`config.mk`:
```
export PLATFORM = sky130hd
export DESIGN_NAME = instr_fetch_queue
export DESIGN_NICKNAME = d
export VERILOG_FILES = /design/src/rtl/instr_fetch_queue.sv
export SDC_FILE = /design/constraint.sdc
export NUM_CORES = 1
export LEC_CHECK = 0
export CELL_PAD_IN_SITES_DETAIL_PLACEMENT = 2
export CELL_PAD_IN_SITES_GLOBAL_PLACEMENT = 2
export CORE_UTILIZATION = 44
export DETAILED_ROUTE_END_ITERATION = 16
export HOLD_SLACK_MARGIN = 0.06
export PLACE_DENSITY_LB_ADDON = 0.1
export SYNTH_ARGS = -nofsm -noshare
export SYNTH_HDL_FRONTEND = slang
export SYNTH_SLANG_ARGS = --single-unit
```
`constraint.sdc`:
```
create_clock -name clk -period 7.95 [get_ports clk]
set_clock_uncertainty 0.15 [all_clocks]
set_input_delay 1.59 -clock clk [delete_from_list [all_inputs] [get_ports clk]]
set_output_delay 1.59 -clock clk [all_outputs]
set_load 0.01 [all_outputs]
```
`src/rtl/instr_fetch_queue.sv`:
```
// rtl/instr_fetch_queue.sv - in-order instruction fetch queue with branch flush
//
// Purpose:
//   Takes one PC per cycle from the program counter, issues it to instruction
//   memory over a req/gnt bus, collects the in-order responses into a
//   DEPTH-entry {pc, instr} queue and presents the head entry to decode with
//   valid/ready. A flush empties the queue and arranges for every response
//   still in flight to be discarded when it arrives.
//
// Optional feature (macro FETCH_ALIGN_CHECK_EN):
//   A PC with pc_i[1:0] != 0 is not sent to memory. Once the pipe is idle it is
//   accepted and enqueued as an already-filled NOP (32'h0000_0013) with err = 1,
//   reported on dec_err_o. Without the macro dec_err_o is tied 0.
//
// Ports:
//   clk, reset_n        clock (rising edge), asynchronous active-low reset
//   pc_i, pc_valid_i    fetch address and its valid
//   pc_ready_o          pc_i consumed this cycle
//   imem_req_o          memory request, address on imem_addr_o (= pc_i)
//   imem_gnt_i          request accepted this cycle
//   imem_rvalid_i       in-order response valid, data on imem_rdata_i
//   flush_i             redirect: drop queue and in-flight fetches
//   dec_valid_o         head entry valid to decode, accepted by dec_ready_i
//   dec_pc_o            head entry PC
//   dec_instr_o         head entry instruction
//   dec_err_o           head entry misaligned flag

module instr_fetch_queue #(
  parameter int ADDR_W = 32,
  parameter int DATA_W = 32,
  parameter int DEPTH  = 4
) (
  input  logic              clk,
  input  logic              reset_n,
  input  logic [ADDR_W-1:0] pc_i,
  input  logic              pc_valid_i,
  output logic              pc_ready_o,
  output logic              imem_req_o,
  output logic [ADDR_W-1:0] imem_addr_o,
  input  logic              imem_gnt_i,
  input  logic              imem_rvalid_i,
  input  logic [DATA_W-1:0] imem_rdata_i,
  input  logic              flush_i,
  output logic              dec_valid_o,
  input  logic              dec_ready_i,
  output logic [ADDR_W-1:0] dec_pc_o,
  output logic [DATA_W-1:0] dec_instr_o,
  output logic              dec_err_o
);

  localparam int IW = $clog2(DEPTH);
  localparam int PW = IW + 1;
  localparam logic [PW:0] DEPTH_W = (PW + 1)'(DEPTH);

  // Pointers carry one extra wrap bit so full and empty are distinguishable.
  logic [PW-1:0]     alloc;
  logic [PW-1:0]     fill;
  logic [PW-1:0]     rd;
  logic [PW-1:0]     out_cnt;
  logic [PW-1:0]     drop_cnt;
  logic [DEPTH-1:0]  filled;
  logic [ADDR_W-1:0] pc_mem    [DEPTH];
  logic [DATA_W-1:0] instr_mem [DEPTH];

  logic [IW-1:0] alloc_idx;
  logic [IW-1:0] fill_idx;
  logic [IW-1:0] rd_idx;
  logic [PW-1:0] occ;
  logic [PW:0]   committed;
  logic          credit;
  logic          grant;
  logic          rsp_keep;
  logic          head_valid;
  logic          pop;
  logic          accept_mis;

  assign alloc_idx = alloc[IW-1:0];
  assign fill_idx  = fill[IW-1:0];
  assign rd_idx    = rd[IW-1:0];

  // Slots still owed to pending drops count against space, so a response can
  // never arrive without a free slot waiting for it.
  assign occ       = alloc - rd;
  assign committed = {1'b0, occ} + {1'b0, drop_cnt};
  assign credit    = committed < DEPTH_W;

`ifdef FETCH_ALIGN_CHECK_EN
  logic [DEPTH-1:0] err;
  logic             misaligned;

  assign misaligned = pc_i[1:0] != 2'b00;
  // Only taken with nothing in flight, so fill == alloc and the entry can be
  // allocated and filled on the same edge without disturbing response order.
  assign accept_mis = reset_n & pc_valid_i & misaligned & credit &
                      (out_cnt == '0) & (drop_cnt == '0) & !flush_i;
  assign imem_req_o = reset_n & pc_valid_i & credit & !flush_i & !misaligned;
`else
  assign accept_mis = 1'b0;
  assign imem_req_o = reset_n & pc_valid_i & credit & !flush_i;
`endif

  assign imem_addr_o = pc_i;
  assign grant       = imem_req_o & imem_gnt_i;
  assign pc_ready_o  = grant | accept_mis;
  assign rsp_keep    = imem_rvalid_i & (drop_cnt == '0);

  assign head_valid  = (rd != alloc) & filled[rd_idx];
  assign dec_valid_o = head_valid & !flush_i;
  assign pop         = dec_valid_o & dec_ready_i;

  assign dec_pc_o    = head_valid ? pc_mem[rd_idx] : '0;
  assign dec_instr_o = head_valid ? instr_mem[rd_idx] : '0;
`ifdef FETCH_ALIGN_CHECK_EN
  assign dec_err_o   = head_valid & err[rd_idx];
`else
  assign dec_err_o   = 1'b0;
`endif

  // Control state: pointers, counters and per-entry filled flags.
  always_ff @(posedge clk or negedge reset_n) begin
    if (!reset_n) begin
      alloc    <= '0;
      fill     <= '0;
      rd       <= '0;
      out_cnt  <= '0;
      drop_cnt <= '0;
      filled   <= '0;
    end else if (flush_i) begin
      // Everything granted but unanswered becomes a drop; a response arriving
      // this very cycle retires one of them (live or already dropped).
      rd       <= alloc;
      fill     <= alloc;
      filled   <= '0;
      out_cnt  <= '0;
      drop_cnt <= drop_cnt + out_cnt - PW'(imem_rvalid_i);
    end else begin
      if (grant) begin
        filled[alloc_idx] <= 1'b0;
        alloc             <= alloc + PW'(1);
      end
      if (accept_mis) begin
        filled[alloc_idx] <= 1'b1;
        alloc             <= alloc + PW'(1);
        fill              <= fill + PW'(1);
      end
      if (imem_rvalid_i) begin
        if (drop_cnt != '0) begin
          drop_cnt <= drop_cnt - PW'(1);
        end else begin
          filled[fill_idx] <= 1'b1;
          fill             <= fill + PW'(1);
        end
      end
      if (pop) begin
        filled[rd_idx] <= 1'b0;
        rd             <= rd + PW'(1);
      end
      out_cnt <= out_cnt + PW'(grant) - PW'(rsp_keep);
    end
  end

  // Entry payload needs no reset: it is only visible while its filled bit is set.
  always_ff @(posedge clk) begin
    if (!flush_i) begin
      if (grant) begin
        pc_mem[alloc_idx] <= pc_i;
`ifdef FETCH_ALIGN_CHECK_EN
        err[alloc_idx]    <= 1'b0;
`endif
      end
`ifdef FETCH_ALIGN_CHECK_EN
      if (accept_mis) begin
        pc_mem[alloc_idx]    <= pc_i;
        instr_mem[alloc_idx] <= DATA_W'(32'h0000_0013);
        err[alloc_idx]       <= 1'b1;
      end
`endif
      if (rsp_keep) begin
        instr_mem[fill_idx] <= imem_rdata_i;
      end
    end
  end

endmodule

```
==> results of run 1 <==
critical path, delay by kind of cell:
family	cells	cell delay, ps
buffers and inverters	2	1700
AND/OR/NAND/NOR	2	870
worst paths after layout:
kind,from,to,slack [ps],depth (start not counted)
min,drop_cnt[2]$_DFFE_PN0P_,drop_cnt[2]$_DFFE_PN0P_,400,1
max,reset_n,pc_ready_o,2040,4
max in group asynchronous,reset_n,rd[1]$_DFFE_PN0P_,5580,1
max reg2reg,rd[0]$_DFFE_PN0P_,out_cnt[2]$_DFF_PN0_,3620,13
min in group asynchronous,reset_n,alloc[0]$_DFFE_PN0P_,1400,1
min reg2reg,drop_cnt[2]$_DFFE_PN0P_,drop_cnt[2]$_DFFE_PN0P_,400,1
cells by family (layout without fill, tap and decap cells):
family                   after synthesis  in the layout  share of synthesized area [%]
flip-flops                           274            274                          72.32
AND/OR/NAND/NOR                       98             98                          5.382
buffers and inverters                 73            243                          3.703
multiplexers                          66             66                          13.10
adder cells (fa/ha/maj)               26             26                          3.091
AO/OA/AOI/OAI                         23             23                          1.290
XOR/XNOR                              13             13                          1.079
other                                  1              2                        0.03333
sequential cells by signal (all words and copies together), names as in the netlist:
signal	count
fill	2
out_cnt	3
instr_mem	128
alloc	3
filled	4
rd	3
pc_mem	128
drop_cnt	3
power breakdown:
part	total, mW	leakage (nW)	switching, mW	internal (mW)
Sequential	1.74	2.52	0.0814	1.66
Combinational	0.971	1.68	0.457	0.514
Clock	1.32	0.445	0.565	0.758
synthesized netlist by cell type, drive strengths merged (3+ instances only):
library cell and number:
a2bb2oi 4, and2 4, nor2 6, inv 17
edfxtp 256, ha 23, xor2 3, nor2b 65
o21ai 6, buf 48, clkbuf 8, fa 3
dfrtp 18, and3 4, xnor2 10, a21oi 9
nand2 12, mux4 65
routing by layer:
layer,vias up,wire length [um]
li1,2489,-
met1,3042,11140
met2,186,14430
met3,27,1301
met4,0,345
met5,-,0
through the flow:
stage | total power [mW] | hold slack, ps | instances | util, %
after floorplan | 2.423 | 325.8 | 574 | -
after global placement | 2.705 | 381.3 | 1020 | 51.99
after detailed placement | 2.754 | 387.1 | 1020 | 51.99
after CTS | 4.096 | 408.9 | 1074 | 55.69
after global routing | 4.219 | 433.4 | 1074 | 55.69
final | 4.037 | 397.8 | 1075 | 55.70
area by class of cell:
class / instances / area [sq um] / share of cell area [%]
antenna: 1 / 2.502 / 0.01789
sequential: 274 / 8145 / 58.24
clock inverter: 17 / 151.4 / 1.083
inverter: 17 / 63.81 / 0.4563
timing repair buffer: 172 / 1714 / 12.26
tap: 330 / 412.9 / 2.952
clock buffer: 37 / 777.0 / 5.556
multi-input combinational: 227 / 2718 / 19.43
==> flow_summary.toml, run 1 <==
[global_routing]
busiest_layer = "met2"
grt_pass1_wl_mm = 41.79
grt_pass1_vias = 6696
use_met3_pct = 3.805
grt_overflow = 0
grt_max_degree = 69
grtUsageTotal_pct = 21.62
met2_usage_pct = 39.25
antenna_found_initial = 0
met1_usage_pct = 27.35

[synthesis]
async_flop_share_pct = 6.569
synth_flop_cell = "edfxtp_1"
syn_inst = 574
syn_nets = 671
netlist_top_cells_area = "edfxtp_1 (68%), mux4_2 (13%), dfrtp_1 (4.0%)"
synth_area_leader_cell = "edfxtp_1"
synth_area_sq_um = 11250
ys_ff_latch = 274
ys_seq_area_share_pct = 72.32
avgSynthCellArea_sq_um = 19.60
netlist.area_leader.share_pct = 68.32
yosysWarnings = 0
synth_edf_count = 256
yosysUniqueCellTypes = 36

[clock_network]
cts_setup_buffers = 0
holdBufCountCts = 0
h-tree-depth = 1
clk_path_buf_depth = 3
clk_latency_ps = 550
clkSlewWorstSetupHoldPaths_ps = 60
cts_tree = "built"
ctsResizeCount = 0
cts.sinks = 274
root_buffer = "clkbuf_16"
cts-buffers-inserted = 30

[setup_path]
crit_top_cell = "clkdlybuf4s50_1"
crit_slowest_cell = "clkdlybuf4s50_1"
worstPathArrival_ps = 4170
worstPathRequired_ps = 6210
crit_path_end_kind = "output pin"
cp-start-kind = "input port"
worstPathCellList = "clkdlybuf4s50_1 > nand2_1 > nor4b_4 > clkdlybuf4s50_1"
critPathKind = "input port to output pin"
critical-path-max-stage-delay_ps = 1060
critPathMaxFanout = 19

[outcome]
status = "finished, final reports clean"

[routing]
drtPass1Iterations = 4
postRouteAntennaNets = 0
post_drt_via_cell_ratio = 5.343
drc = 0
drtIter0Drc = 285
wl_mm = 27.21
via_count = 5744
routedWlPerCell_um = 25.32

[placed_design]
gp_congestion = 0.7629
port_buffers = 169
dp_slack_ps = 1931
post_dp_cell_area_sq_um = 13050
dp_hpwl_mm = 16.46

[die]
core_sq_um = 25110
dieArea_sq_um = 26220
initial_core_util_pct = 44.81
rows = 58
die_h_um = 161.9
fp.dieW_um = 161.9
pin_count = 171

[layout]
finish.instance_area_sq_um = 13980
n_fill_cell = 2150
syn_to_final_growth_pct = 24.29
mostFrequentLayoutCell = "edfxtp_1"
drive_gt1_share_pct = 16.94
final_cell_mix = "edfxtp_1 (256), clkdlybuf4s50_1 (169), nor2b_1 (65), mux4_2 (65), clkbuf_16 (30)"
nets = 819

[sta]
setup_viol = 0
worstMarginPinSlew_ps = 1072
fin_ws_ps = 2043
fmax_mhz = 169.3
finalMaxSlewViolations = 0
rsz0062_at_grt = "false"
maxSlewHeadroom_pct = 28.27
setup_tns_ps = 0
fin_crit_sh_pct = 74.30
finalHoldViolations = 0
post-route-min-period_ps = 5907

[power_and_ir_drop]
vdd_drop_max_uv = 170.8
p_leak_nw = 4.647
p_per_area_nw_per_um2 = 288.6

[min_path]
holdCritPathClass = "flip-flop to flip-flop"

[run]
maxCapViolations = 0
No activity file was read; power rests on OpenSTA's default activity.
==> run 2: changes to the inputs <==
--- a/config.mk
+++ b/config.mk
@@ -7,7 +7,7 @@
 export LEC_CHECK = 0
 export CELL_PAD_IN_SITES_DETAIL_PLACEMENT = 2
 export CELL_PAD_IN_SITES_GLOBAL_PLACEMENT = 2
-export CORE_UTILIZATION = 44
+export CORE_UTILIZATION = 37
 export DETAILED_ROUTE_END_ITERATION = 16
 export HOLD_SLACK_MARGIN = 0.06
 export PLACE_DENSITY_LB_ADDON = 0.1
==> constraint.sdc (replaced) <==
create_clock -name clk -period 5.09 [get_ports clk]
set_clock_uncertainty 0.15 [all_clocks]
set_input_delay 1.018 -clock clk [delete_from_list [all_inputs] [get_ports clk]]
set_output_delay 1.018 -clock clk [all_outputs]
set_load 0.01 [all_outputs]
==> flow_summary.toml, run 2 (same netlist as run 1, synthesis figures left out) <==
[setup_path]
critical-path-max-stage-delay_ps = 600
crit_slowest_cell = "clkdlybuf4s50_1"
worstPathArrival_ps = 3560
r2r_start = "alloc[0]$_DFFE_PN0P_"
worstPathRequired_ps = 3920
rr_worst_depth = 10
worstPathCellList = "inv_1 > ha_1 > inv_1 > fa_1 > xnor2_1 > ha_1 > or4_4 > nor3_2 > clkdlybuf4s50_1"
critPathKind = "flip-flop to output pin"
crit_path_end_kind = "output pin"
cp-start-kind = "flip-flop"
r2r_slack_ps = 1180
critPathMaxFanout = 5
r2r_end = "pc_mem[3][31]$_DFFE_PP_"

[sta]
worstMarginPinSlew_ps = 1047
maxSlewHeadroom_pct = 30.20
finalHoldViolations = 0
fin_crit_sh_pct = 92.82
finalMaxSlewViolations = 0
fmax_mhz = 211.7
setup_tns_ps = 0
fin_ws_ps = 365.3
post-route-min-period_ps = 4725
rsz0062_at_grt = "false"
setup_viol = 0

[layout]
syn_to_final_growth_pct = 26.21
finalNonFillerCells = 1146
diodes = 0
mostFrequentLayoutCell = "edfxtp_1"
final_cell_mix = "edfxtp_1 (256), clkdlybuf4s50_1 (169), nor2b_1 (65), mux4_2 (65), clkbuf_16 (31)"
layout_top_registers = "instr_mem: 128 flops, pc_mem: 128 flops, filled: 4 flops"
drive_gt1_share_pct = 18.39
regArea_sq_um = 8145
multi_input_area_sq_um = 2718
nets = 832
n_fill_cell = 2703
fin_util_pct = 47.66

[global_routing]
grt_pass1_vias = 6706
grtUsageTotal_pct = 17.31
grt_overflow = 0
antenna_found_initial = 0
grt_pass1_wl_mm = 40.11
grt_max_degree = 68

[placed_design]
dp_hpwl_mm = 16.70
dp_slack_ps = 926.6
port_buffers = 169
gp_congestion = 0.7212
post-place-cells = 1093

[min_path]
min_to = "drop_cnt[2]$_DFFE_PN0P_"
holdPathStages = 1
holdCritPathClass = "flip-flop to flip-flop"
min_from = "drop_cnt[2]$_DFFE_PN0P_"

[clock_network]
clk_latency_ps = 540
h-tree-depth = 1
cts_tree = "built"
cts-buffers-inserted = 30
cts.sinks = 274
root_buffer = "clkbuf_16"
clk_path_buf_depth = 3
ctsResizeCount = 0
cts_setup_buffers = 0
clkSlewWorstSetupHoldPaths_ps = 60
holdBufCountCts = 0

[die]
rows = 63
dieArea_sq_um = 31110
initial_core_util_pct = 37.76
die_h_um = 176.4
pin_count = 171
core_sq_um = 29800
fp.dieW_um = 176.4

[run]
maxCapViolations = 0

[power_and_ir_drop]
p_leak_nw = 4.741
vdd_drop_max_uv = 261.0
power_mw = 6.349
p_per_area_nw_per_um2 = 447.1

[outcome]
status = "finished, final reports clean"

[routing]
via_count = 5672
routedWlPerCell_um = 22.86
drt-met1-wl_mm = 10.86
drtPass1Iterations = 4
post_drt_via_cell_ratio = 4.949
drtIter0Drc = 284
dr_wl_met3_mm = 1.176
met2_length_mm = 13.64
top_layer_used = "met4"
postRouteAntennaNets = 0
drc = 0
wl_mm = 26.19
[run 2: metrics by stage]
step | hold slack, ps | area, sq um
final | 376.4 | 14200
after global routing | 424.0 | 14200
after CTS | 385.6 | 14200
after detailed placement | 374.3 | 13240
after global placement | 365.4 | 13240
after floorplan | 325.8 | 11250
[run 2: per-layer routing]
layer | global-route usage [%] | vias up
li1 | - | 2514
met1 | 21.32 | 2969
met2 | 31.38 | 150
met3 | 3.122 | 39
met4 | 4.131 | 0
met5 | 0 | -
[run 2: how the worst max path moves through the flow]
stage / from / endpoint / slack (ps) / depth (start not counted)
after global routing: alloc[0]$_DFFE_PN0P_ / imem_req_o / 230 / 9
after detailed placement: rd[0]$_DFFE_PN0P_ / imem_req_o / 930 / 8
after floorplan: rd[1]$_DFFE_PN0P_ / pc_mem[0][0]$_DFFE_PP_ / 920 / 9
after CTS: alloc[0]$_DFFE_PN0P_ / imem_req_o / 350 / 9
after global placement: rd[0]$_DFFE_PN0P_ / imem_req_o / 1010 / 8
final: alloc[0]$_DFFE_PN0P_ / imem_req_o / 370 / 9
[run 2: final cells by class]
type | instances | area share [%]
Inverter | 17 | 0.4493
Clock buffer | 41 | 6.009
Sequential cell | 274 | 57.36
Timing Repair Buffer | 185 | 12.85
Multi-Input combinational cell | 227 | 19.14
Tap cell | 390 | 3.436
Clock inverter | 12 | 0.7665
[run 2: critical path, delay by kind of cell, from the launching register on]
family	cells	cell delay, ps
flops	1	410
xor+xnor	1	140
fa+ha+maj	3	840
simple gates	2	820
buf+inv	3	810
[run 2: power by group]
group | internal, mW | switching (mW) | leakage (nW)
Combinational | 0.818 | 0.742 | 1.75
Clock | 1.26 | 0.848 | 0.466
Sequential | 2.59 | 0.0865 | 2.52
==> run 3: changes to the inputs <==
--- a/config.mk
+++ b/config.mk
@@ -11,6 +11,7 @@
 export DETAILED_ROUTE_END_ITERATION = 16
 export HOLD_SLACK_MARGIN = 0.06
 export PLACE_DENSITY_LB_ADDON = 0.1
+export SLEW_MARGIN = 10
 export SYNTH_ARGS = -nofsm -noshare
 export SYNTH_HDL_FRONTEND = slang
 export SYNTH_SLANG_ARGS = --single-unit
==> results of run 3 <==
Final layout, timing and power as in run 2 (identical DEF).
==> edit (settings of run 3) <==
`DEPTH`: 4 -> 2.
--- a/src/rtl/instr_fetch_queue.sv
+++ b/src/rtl/instr_fetch_queue.sv
@@ -28,7 +28,7 @@
 module instr_fetch_queue #(
   parameter int ADDR_W = 32,
   parameter int DATA_W = 32,
-  parameter int DEPTH  = 4
+  parameter int DEPTH  = 2
 ) (
   input  logic              clk,
   input  logic              reset_n,
Check against the original RTL: not equivalent (Yosys sat finds a counterexample within 4 cycles, from zero or initial values and one cycle with reset_n low).
==> edit against run 3 <==
Worst hold slack better by 0.048 ns; routed wire length shrank 45%; cell area decreased by 42%; non-clock buffer count shrank 8; total power is 40% lower; cell count shrank 34%; die area decreased by 48%; worst setup slack better by 0.17 ns; area after synthesis decreased by 48%; sequential cell count down 135; largest power group unchanged.
==> edit: results (changes against run 3) <==
Syn Nets 467 (-30%); M3 GR Usage 0.0643 (+0.0331); share of cells above drive strength 1 0.0785 (-0.105); Largest regs instr_mem: 64 flops, pc_mem: 64 flops; vias in the first global route 4124 (-39%); met1 WL 5930 µm (-45%); WL met3 901 µm (-23%); starting DRC count in detailed routing 140 (-51%); Pleak 3.00 nW (-37%); Post-synth ARST share 0.0791 (+0.0134); sequential area share after synthesis 0.703 (-0.0198); Vias/cell 4.75 (-4.1%); Max IR drop VDD 0.400 mV (+53%); Total Routing Usage GR 0.190 (+0.0168); met1 global-route usage 0.223 (+0.00967); slowest stage delay, CP 0.67 ns (+0.07 ns); H-tree depth 4 (+3); Setup crit end pc_ready_o; R2R depth 9 (-1); number of synthesized flops with an enable pin 128 (-50%); fraction of the mapped netlist area in adder cells 0.0162 (-0.0147); Crit Path Max Fanout 7 (+2); run status finished clean; global-route wire length before repair 22900 µm (-43%); final WL 14400 µm (-45%); dpl cell area 0.00756 mm² (-43%); met2 Resource Use GR 0.328 (+0.0142); total CTS buffers 17 (-43%); Clock Path Buffers 2 (-1); HPWL after detailed placement 9340 µm (-44%); Post-synth top cells edfxtp_1 (128), nor2_1 (67), mux2i_1 (65), buf_4 (34), inv_1 (12); fin crit period 4.55 ns (-0.172 ns); Setup WS pre-CTS 0.693 ns (-0.234 ns)
==> edit: cell count changes after synthesis, moves of 5 or more <==
cell	run 3	this run
a21oi_1	9	3
buf_2	12	7
buf_6	0	5
clkbuf_1	8	2
dfrtp_1	18	11
edfxtp_1	256	128
ha_1	23	6
inv_1	17	12
mux2i_1	1	65
mux4_2	65	0
nand2_1	12	4
nand3_1	0	6
nor2_1	6	67
nor2b_1	65	2
==> edit: worst min path at each step <==
stage | start | endpoint | slack [ns] | cells past startpoint
5_1_grt | alloc[1] | alloc[1] | 0.45 | 1
6_report | alloc[1] | alloc[1] | 0.42 | 1
3_3_place_gp | alloc[1] | alloc[1] | 0.40 | 1
4_1_cts | alloc[1] | alloc[1] | 0.43 | 1
3_5_place_dp | alloc[1] | alloc[1] | 0.42 | 1
2_1_floorplan | alloc[0] | rd[0] | 0.37 | 2
==> edit: where the power goes <==
| group | internal [mW] | switching [mW] | leakage, nW | total (mW) |
|---|---|---|---|---|
| registers | 1.36 | 0.0654 | 1.29 | 1.42 |
| logic | 0.478 | 0.530 | 1.40 | 1.01 |
| clock network | 0.912 | 0.462 | 0.312 | 1.37 |
| total | 2.75 | 1.06 | 3.00 | 3.80 |
==> edit: per-stage QoR <==
step	hold WS, ns	std cells	power (mW)	util
after floorplan	0.373	389	2.08	-
after global placement	0.397	727	2.42	0.493
after detailed placement	0.423	727	2.47	0.493
after CTS	0.432	759	3.87	0.536
after global routing	0.447	759	3.99	0.536
final	0.424	759	3.80	0.536
==> edit: cell type report <==
type                       count  area, µm²
tap                          211        264
fill                        1414       7100
sequential                   139       4120
timing repair buffer         177       1760
clock buffer                  18        429
multi-input combinational    188       1360
inverter                      12       45.0
clock inverter                14        225
